`src/rtl/cc_pkg.sv`:
```
// -----------------------------------------------------------------------------
// cc_pkg
// Shared condition-code definitions for the ALU flag producer and its
// consumers (branch unit, future conditional-execute stage).
//   CC_N/CC_Z/CC_C/CC_V : bit positions of the flags inside a 4-bit cc word
//   cond_t              : 4-bit branch/execute condition encoding
//   cond_eval()         : pure evaluation of a condition against a flag word
// -----------------------------------------------------------------------------
package cc_pkg;

    localparam int CC_N = 3;
    localparam int CC_Z = 2;
    localparam int CC_C = 1;
    localparam int CC_V = 0;

    typedef enum logic [3:0] {
        COND_EQ = 4'd0,
        COND_NE = 4'd1,
        COND_CS = 4'd2,
        COND_CC = 4'd3,
        COND_MI = 4'd4,
        COND_PL = 4'd5,
        COND_VS = 4'd6,
        COND_VC = 4'd7,
        COND_HI = 4'd8,
        COND_LS = 4'd9,
        COND_GE = 4'd10,
        COND_LT = 4'd11,
        COND_GT = 4'd12,
        COND_LE = 4'd13,
        COND_AL = 4'd14,
        COND_NV = 4'd15
    } cond_t;

    function automatic logic cond_eval(input cond_t cond, input logic [3:0] f);
        logic n;
        logic z;
        logic c;
        logic v;
        logic taken;
        n     = f[CC_N];
        z     = f[CC_Z];
        c     = f[CC_C];
        v     = f[CC_V];
        taken = 1'b0;
        case (cond)
            COND_EQ: taken = z;
            COND_NE: taken = !z;
            COND_CS: taken = c;
            COND_CC: taken = !c;
            COND_MI: taken = n;
            COND_PL: taken = !n;
            COND_VS: taken = v;
            COND_VC: taken = !v;
            COND_HI: taken = c && !z;
            COND_LS: taken = !c || z;
            COND_GE: taken = (n == v);
            COND_LT: taken = (n != v);
            COND_GT: taken = !z && (n == v);
            COND_LE: taken = z || (n != v);
            COND_AL: taken = 1'b1;
            COND_NV: taken = 1'b0;
            default: taken = 1'b0;
        endcase
        return taken;
    endfunction

endpackage

```
`src/rtl/cc_cond_eval.sv`:
```
// -----------------------------------------------------------------------------
// cc_cond_eval
// Combinational condition evaluator: decides whether a 4-bit condition holds
// for a given {N,Z,C,V} flag word.
//   i_cond  : condition, cond_t encoding
//   i_flags : flags {N,Z,C,V}
//   o_taken : 1 when the condition is true
// -----------------------------------------------------------------------------
module cc_cond_eval
    import cc_pkg::*;
(
    input  logic [3:0] i_cond,
    input  logic [3:0] i_flags,
    output logic       o_taken
);

    assign o_taken = cond_eval(cond_t'(i_cond), i_flags);

endmodule

```
`src/rtl/cc_branch_unit.sv`:
```
// -----------------------------------------------------------------------------
// cc_branch_unit
// Owns the architectural {N,Z,C,V} flags register and resolves conditional
// branches into a registered redirect for the fetch stage.
//   clk, rst_n            : core clock, asynchronous active-low reset
//   alu_cc, cc_we         : ALU condition codes and their write enable
//   flags                 : current flags register
//   br_valid/br_ready     : branch request handshake
//   br_cond/pc/offset     : condition, branch PC, two's-complement displacement
//   rd_valid/rd_ready     : redirect handshake (one-entry output register)
//   rd_taken, rd_pc       : resolved direction and next PC
//   flush                 : kills the pending redirect and any same-cycle request
//   stat_br, stat_taken   : saturating accepted/taken branch counters
// -----------------------------------------------------------------------------
module cc_branch_unit
    import cc_pkg::*;
#(
    parameter int WIDTH     = 16,
    parameter int CNT_WIDTH = 16
) (
    input  logic                 clk,
    input  logic                 rst_n,
    input  logic [3:0]           alu_cc,
    input  logic                 cc_we,
    output logic [3:0]           flags,
    input  logic                 br_valid,
    output logic                 br_ready,
    input  logic [3:0]           br_cond,
    input  logic [WIDTH-1:0]     br_pc,
    input  logic [WIDTH-1:0]     br_offset,
    output logic                 rd_valid,
    input  logic                 rd_ready,
    output logic                 rd_taken,
    output logic [WIDTH-1:0]     rd_pc,
    input  logic                 flush,
    output logic [CNT_WIDTH-1:0] stat_br,
    output logic [CNT_WIDTH-1:0] stat_taken
);

    localparam logic [WIDTH-1:0]     PC_ONE  = {{(WIDTH-1){1'b0}}, 1'b1};
    localparam logic [CNT_WIDTH-1:0] CNT_ONE = {{(CNT_WIDTH-1){1'b0}}, 1'b1};

    logic [3:0]           r_flags;
    logic                 r_rd_valid;
    logic                 r_rd_taken;
    logic [WIDTH-1:0]     r_rd_pc;
    logic [CNT_WIDTH-1:0] r_stat_br;
    logic [CNT_WIDTH-1:0] r_stat_taken;

    logic [3:0]           w_eff_flags;
    logic                 w_taken;
    logic                 w_accept;
    logic [WIDTH-1:0]     w_next_pc;

    // Counters stick at all-ones instead of wrapping.
    function automatic logic [CNT_WIDTH-1:0] sat_inc(input logic [CNT_WIDTH-1:0] v);
        return (&v) ? v : v + CNT_ONE;
    endfunction

    // A flag write in the same cycle is forwarded so a compare immediately
    // followed by a branch resolves against the new flags.
    assign w_eff_flags = cc_we ? alu_cc : r_flags;

    cc_cond_eval u_cond_eval (
        .i_cond  (br_cond),
        .i_flags (w_eff_flags),
        .o_taken (w_taken)
    );

    // Single output register: a new request fits only if the slot is empty
    // or is being drained this cycle.
    assign br_ready  = !r_rd_valid || rd_ready;
    assign w_accept  = br_valid && br_ready && !flush;

    // PC is word addressed; both paths wrap modulo 2^WIDTH.
    assign w_next_pc = w_taken ? (br_pc + br_offset) : (br_pc + PC_ONE);

    always_ff @(posedge clk or negedge rst_n) begin
        if (!rst_n) begin
            r_flags      <= 4'b0000;
            r_rd_valid   <= 1'b0;
            r_rd_taken   <= 1'b0;
            r_rd_pc      <= '0;
            r_stat_br    <= '0;
            r_stat_taken <= '0;
        end else begin
            // Flag writes proceed regardless of flush.
            if (cc_we) begin
                r_flags <= alu_cc;
            end

            if (flush) begin
                r_rd_valid <= 1'b0;
            end else if (w_accept) begin
                r_rd_valid <= 1'b1;
                r_rd_taken <= w_taken;
                r_rd_pc    <= w_next_pc;
                r_stat_br  <= sat_inc(r_stat_br);
                if (w_taken) begin
                    r_stat_taken <= sat_inc(r_stat_taken);
                end
            end else if (rd_ready) begin
                r_rd_valid <= 1'b0;
            end
        end
    end

    assign flags      = r_flags;
    assign rd_valid   = r_rd_valid;
    assign rd_taken   = r_rd_taken;
    assign rd_pc      = r_rd_pc;
    assign stat_br    = r_stat_br;
    assign stat_taken = r_stat_taken;

endmodule

```
`config.mk`:
```
export PLATFORM = sky130hd
export DESIGN_NAME = cc_branch_unit
export DESIGN_NICKNAME = d
export VERILOG_FILES = /design/src/rtl/cc_pkg.sv /design/src/rtl/cc_cond_eval.sv /design/src/rtl/cc_branch_unit.sv
export SDC_FILE = /design/constraint.sdc
export NUM_CORES = 1
export LEC_CHECK = 0
export BUFFER_PORTS_ARGS = -buffer_cell sky130_fd_sc_hd__buf_2
export CORE_MARGIN = 3
export CORE_UTILIZATION = 50
export DETAILED_ROUTE_END_ITERATION = 8
export PLACE_DENSITY = 0.9
export SYNTH_ARGS = -nofsm -noshare
export SYNTH_HDL_FRONTEND = slang
export SYNTH_SLANG_ARGS = --single-unit
```
`constraint.sdc`:
```
create_clock -name clk -period 4.6 [get_ports clk]
set_input_delay 0 -clock clk [delete_from_list [all_inputs] [get_ports clk]]
set_output_delay 0 -clock clk [all_outputs]
set_load 0.005 [all_outputs]
```
Word-level counts from Yosys, hierarchy flattened:

Cells that the tools add are included.

* register bits: 54
* output and inout port bits: 55
* input bits: 46
* word-level logic and storage cells: 56

* muxes and demuxes: 6
* $add $sub $neg: 4
* bitwise logic cells: 3
* equal/unequal tests: 17
* reduce and logical (&&, ||, !) cells: 20

Operators with widths (number)
* 16-bit by 1-bit adder with 16-bit output, second input constant: 3
* 4-bit equality test, second input constant: 8
* 16-bit AND reduction: 2
* 16-bit adder: 1
* 4-bit by 3-bit equality test with 1-bit output, second input constant: 4
* 16-bit two-way mux: 1
* 1-bit one-hot mux with 16 select lines: 1
* 4-bit by 2-bit equality test with 1-bit output, second input constant: 2
* 1-bit logical NOT: 6
* 4-bit by 1-bit equality test with 1-bit output, second input constant: 1
* 1-bit logical AND: 4
* 4-bit logical NOT: 1
* 4-bit two-way mux: 1
* 4-bit AND reduction: 1
* 1-bit logical OR: 3
* 1-bit two-way mux: 3
* 1-bit inverter: 3
* 3-bit AND reduction: 1
* 3-bit nonzero test: 1
* 2-bit AND reduction: 1
* 1-bit equality test: 1
* 1-bit != test: 1

Depth between registers and ports, before layout:

* depth after elaboration: 6
* depth in mapped cells: 18
* depth with buffers taken out: 17

By module:

From an unflattened synthesis, not the netlist that was laid out.

* cells, all modules: 356
* area, all modules: 3388.2 um2

Modules (own cells, without submodules)
* cc_branch_unit: instances 1, sequential area each 1351.3 um2, area each 3233.1 um2, cells an instance 333
* cc_cond_eval: instances 1, sequential area each 0.0 um2, area each 155.1 um2, cells an instance 23

Worst setup path after synthesis:

No wires, ideal clock.

* kind: reg2reg
* start: register r_flags[0], in the netlist flags[0]
* end: register r_rd_pc[14], in the netlist rd_pc[14]
* arrival: 3.806 ns
* cell stages (with the launch flop): 16
* required time: 4.531 ns
* library setup time: 0.069 ns
* slack: 0.725 ns
* path buffers: 0
* clock period less this slack: 3.875 ns
* path through: dfrtp_1 mux4_2 or3b_4 o311a_1 o22ai_2 a21boi_4 and2_1 ha_1 nor2b_1 o21a_1 o21ai_0 a21oi_1 o41ai_2 o21ai_0 or4_1 nand3_1

* longest elaborated chain between the ends: 5
* elaborated cells between the ends (all ways): 8
* classes of those cells: eq/ne: 2; mux: 3; reduce/logical: 3

RTL lines
* from (decl): line cc_branch_unit.sv:43 `logic [3:0] r_flags;`
* from (signal assigned): line cc_branch_unit.sv:89 `r_flags <= alu_cc;`
* 4-bit two-way mux *
* 1-bit != test / 1-bit equality test (equally long branches)
* 1-bit logical OR / 1-bit logical AND (equally long branches): line cc_pkg.sv:60, cc_pkg.sv:59
* 1-bit one-hot mux with 16 select lines *: line cc_pkg.sv:46 `case (cond)`
* 16-bit two-way mux *: line cc_branch_unit.sv:76 `assign w_next_pc = w_taken ? (br_pc + br_offset) : (br_pc + PC_ONE);`
* to (signal assigned): line cc_branch_unit.sv:97 `r_rd_pc <= w_next_pc;`
* to (decl): line cc_branch_unit.sv:46 `logic [WIDTH-1:0] r_rd_pc;`

Every way passes the cells marked *; elsewhere a longest branch is shown, timed or not.
A chain may end at the register's enable or synchronous reset.

Final worst setup path:

Same ends and word-level chain as after synthesis.

==> metrics.txt <==
CTS tree=yes; Non-Filler Instances=517; Int Pwr=0.8989 mW; outcome=complete, no violations; chip width=86.59 um; Core Box Area=0.006096 mm2; pwr/cell area=336.1 mW/mm2; Post-Syn Area=0.003247 mm2; Top Ports=101; post-synth top area share=0.4162; Synth Flop Type=dfrtp_1; Post-Synth Adder-Cell Area=0.07168; clk_lat worst skew=0.30 ns; worst vdd ir=0.2141 mV; Starting Density=0.5326; DP HPWL=5.730 mm; crit-path cells=mux4_2 -> or3b_4 -> o311a_1 -> o22ai_2 -> a21boi_4 -> and2_1 -> ha_1 -> nor2b_1 -> o21a_1 -> o21ai_0 -> a21oi_1 -> o41ai_4 -> o21ai_0 -> or4_1 -> nand3_1; row count=28; period utilization=0.9264; wire per inst=14.64 um; Slew Limit Fails=0; CP max stage cell=or4_1; final core occ=0.6572; Worst Max-Slew Pin Slew=0.6935 ns; clk sinks=54; Synth Area in XOR/XNOR=0.1187; Setup crit start kind=flip-flop; DRT Wirelength=7.570 mm; largest family of logic cells by synthesized area=simple AND/OR/NAND/NOR gates; worst path required time=4.84 ns; Clock power frac=0.209; sequential area share after synthesis=0.4162; GP Congestion=0.8739; Root Driver=clkbuf_8; total global routing overflow=0; Synth Instances=331; crit-path max cell delay=0.50 ns; die area=0.007497 mm2; top cells by count, synth=54 x dfrtp_1, 44 x nand2_1, 26 x xnor2_1; Setup Fix Bufs, Post-CTS=0; H-tree depth=2; Post-synth EDFFs=0; setup violators final=0; Die Ht=86.59 um; Final ANT Viol Nets=0; relative slew slack=0.5337; clock buffer depth=2; fin crit period=4.261 ns; max cap viols=0; Compound-Gate Fraction of Synth Area=0.1083; via count=2817; fmax=234.7 MHz; syn nets=395; leakage power=2.037 nW; WP buf/inv=0; Synth Area in Simple Gates=0.2231; GRT Resource Usage Total=0.2056; Antenna Cells=0; Layout area overhead=23.39%; Remaining DRCs=0; TNS Setup=0 ns; post-synthesis cell type count=48; most numerous cell in the Yosys netlist=dfrtp_1; Switching Fraction=0.3325; Mapped Avg Cell Area=9.809 um2; area leader, netlist=dfrtp_1; DR pass1 iterations=4; DR vias/cell=5.449; synth top area cells=dfrtp_1 42%, xnor2_1 7.0%, ha_1 6.6%; Placed Cells=502; vias in the first global route=2707; I/O Buffers=100; Clock Skews=0.009855 ns; Fin Hold WS=0.009742 ns; ys async rst share=1.000; mux cell area share after synthesis=0.03776; Worst-path clk slew=0.10 ns; combinational share of power=0.316; Hold Fails Final Rpt=0; Reg power frac=0.475; unrepaired setup endpoints after global routing=false; first-pass GRT wire length=12.49 mm; family with the most delay on the worst path=compound AO/OA/AOI/OAI gates; crit end category=flip-flop; area of the multi-input gates=0.001828 mm2; Hold Crit Class=primary input to flip-flop; most frequent CP cell=o21ai_0; 1st-iter DRT viols=102; largest net degree at the start of global routing=55; Crit Path Max Fanout=7; crit path DAT=4.50 ns; Filler Cell Count=508; FF+latch count, synth=54; TritonCTS buffer count=5; Reg area=0.001351 mm2; initial antenna violation count=0; WS Path Type=flip-flop to flip-flop; nets=505; Net Sw Power=0.4478 mW; layout cells sized above 1=0.2919; Ys Warns=0
-- kinds of logic (layout without fill, tap and decap cells) --
| logic type | Yosys count | count (layout) |
|---|---|---|
| simple gates | 138 | 138 |
| flops | 54 | 54 |
| compound gates | 51 | 51 |
| xor+xnor | 44 | 44 |
| fa+ha+maj | 18 | 18 |
| buf+inv | 17 | 128 |
| mux | 9 | 9 |
-- worst min-delay path, cell delays in order --
cell and delay, ns:
buf_2 0.08, ha_1 0.12, nand2_1 0.04, nand2_1 0.05
-- power by group through the flow --
stage                     Combinational (mW)  Sequential, mW  Clock, mW
after global routing                   0.479           0.655      0.314
after CTS                              0.426           0.640      0.294
final                                  0.425           0.639      0.282
after global placement                 0.405           0.643          0
after floorplan                        0.240           0.648          0
after detailed placement               0.419           0.648          0
-- routing by layer --
metal | vias to the layer above | routed length [um] | global-route usage
li1 | 1382 | - | -
met1 | 1323 | 3321 | 0.2689
met2 | 98 | 3681 | 0.3456
met3 | 14 | 450 | 0.04468
met4 | 0 | 116 | 0.05524
met5 | - | 0 | 0
-- stage by stage --
stage	setup WS, ns	area, um2	total power, mW
finish	0.3387	4006	1.347
global route	0.07395	4006	1.448
CTS	0.3104	3995	1.359
detailed placement	0.3330	3826	1.067
global placement	0.5655	3826	1.048
floorplan	0.7249	3247	0.8872
-- path summary, 6_finish.rpt --
path                           start   endpoint  slack [ns]  cells after the start
setup / recovery            flags[0]  rd_pc[14]        0.34                     15
hold / removal              br_pc[0]   rd_pc[0]        0.01                      4
setup reg to reg            flags[0]  rd_pc[14]        0.34                     15
hold reg to reg            rd_pc[10]  rd_pc[10]        0.49                      2
max in group asynchronous      rst_n   flags[2]        3.80                      3
min in group asynchronous      rst_n   rd_pc[8]        0.36                      3
-- final cells by class --
class / instances / share of cell area
clock buffers: 6 / 0.02061
clock inverters: 2 / 0.004060
inverters: 9 / 0.008432
multi-input cells: 260 / 0.4563
flip-flops and latches: 54 / 0.3373
well taps: 75 / 0.02342
repair buffers: 111 / 0.1499
-- cells in the final DEF (no fill, tap or decap), types with 3 or more instances in the layout --
cell type        n
ha_1            17
nor4b_1          3
mux2_2           6
dfrtp_1         54
dlygate4sd3_1    7
nand4_1          7
inv_1            9
nor2_1          17
buf_4            4
clkbuf_8         6
nand2_1         44
nand2b_1         5
and3_1           6
nor3_1           5
buf_2          100
o21ai_0         18
a21o_1           3
nand3_1         16
xnor2_1         26
a21oi_1         10
o21a_1           3
nor3b_1          4
and2_1          15
nor2b_1          4
a211oi_1         4
xor2_1          18
-- repair_timing --
item                       in CTS  in global routing
gates resized for setup         0                  1
hold endpoints to repair       59                  0
hold buffers                    7                  0
setup endpoints to repair       0                  1
-- registers in the layout, indices dropped and copies added, names as in the netlist --
signal	cells
flags	4
rd_pc	16
rd_taken	1
rd_valid	1
stat_br	16
stat_taken	16
No activity file was read; power rests on OpenSTA's default activity.
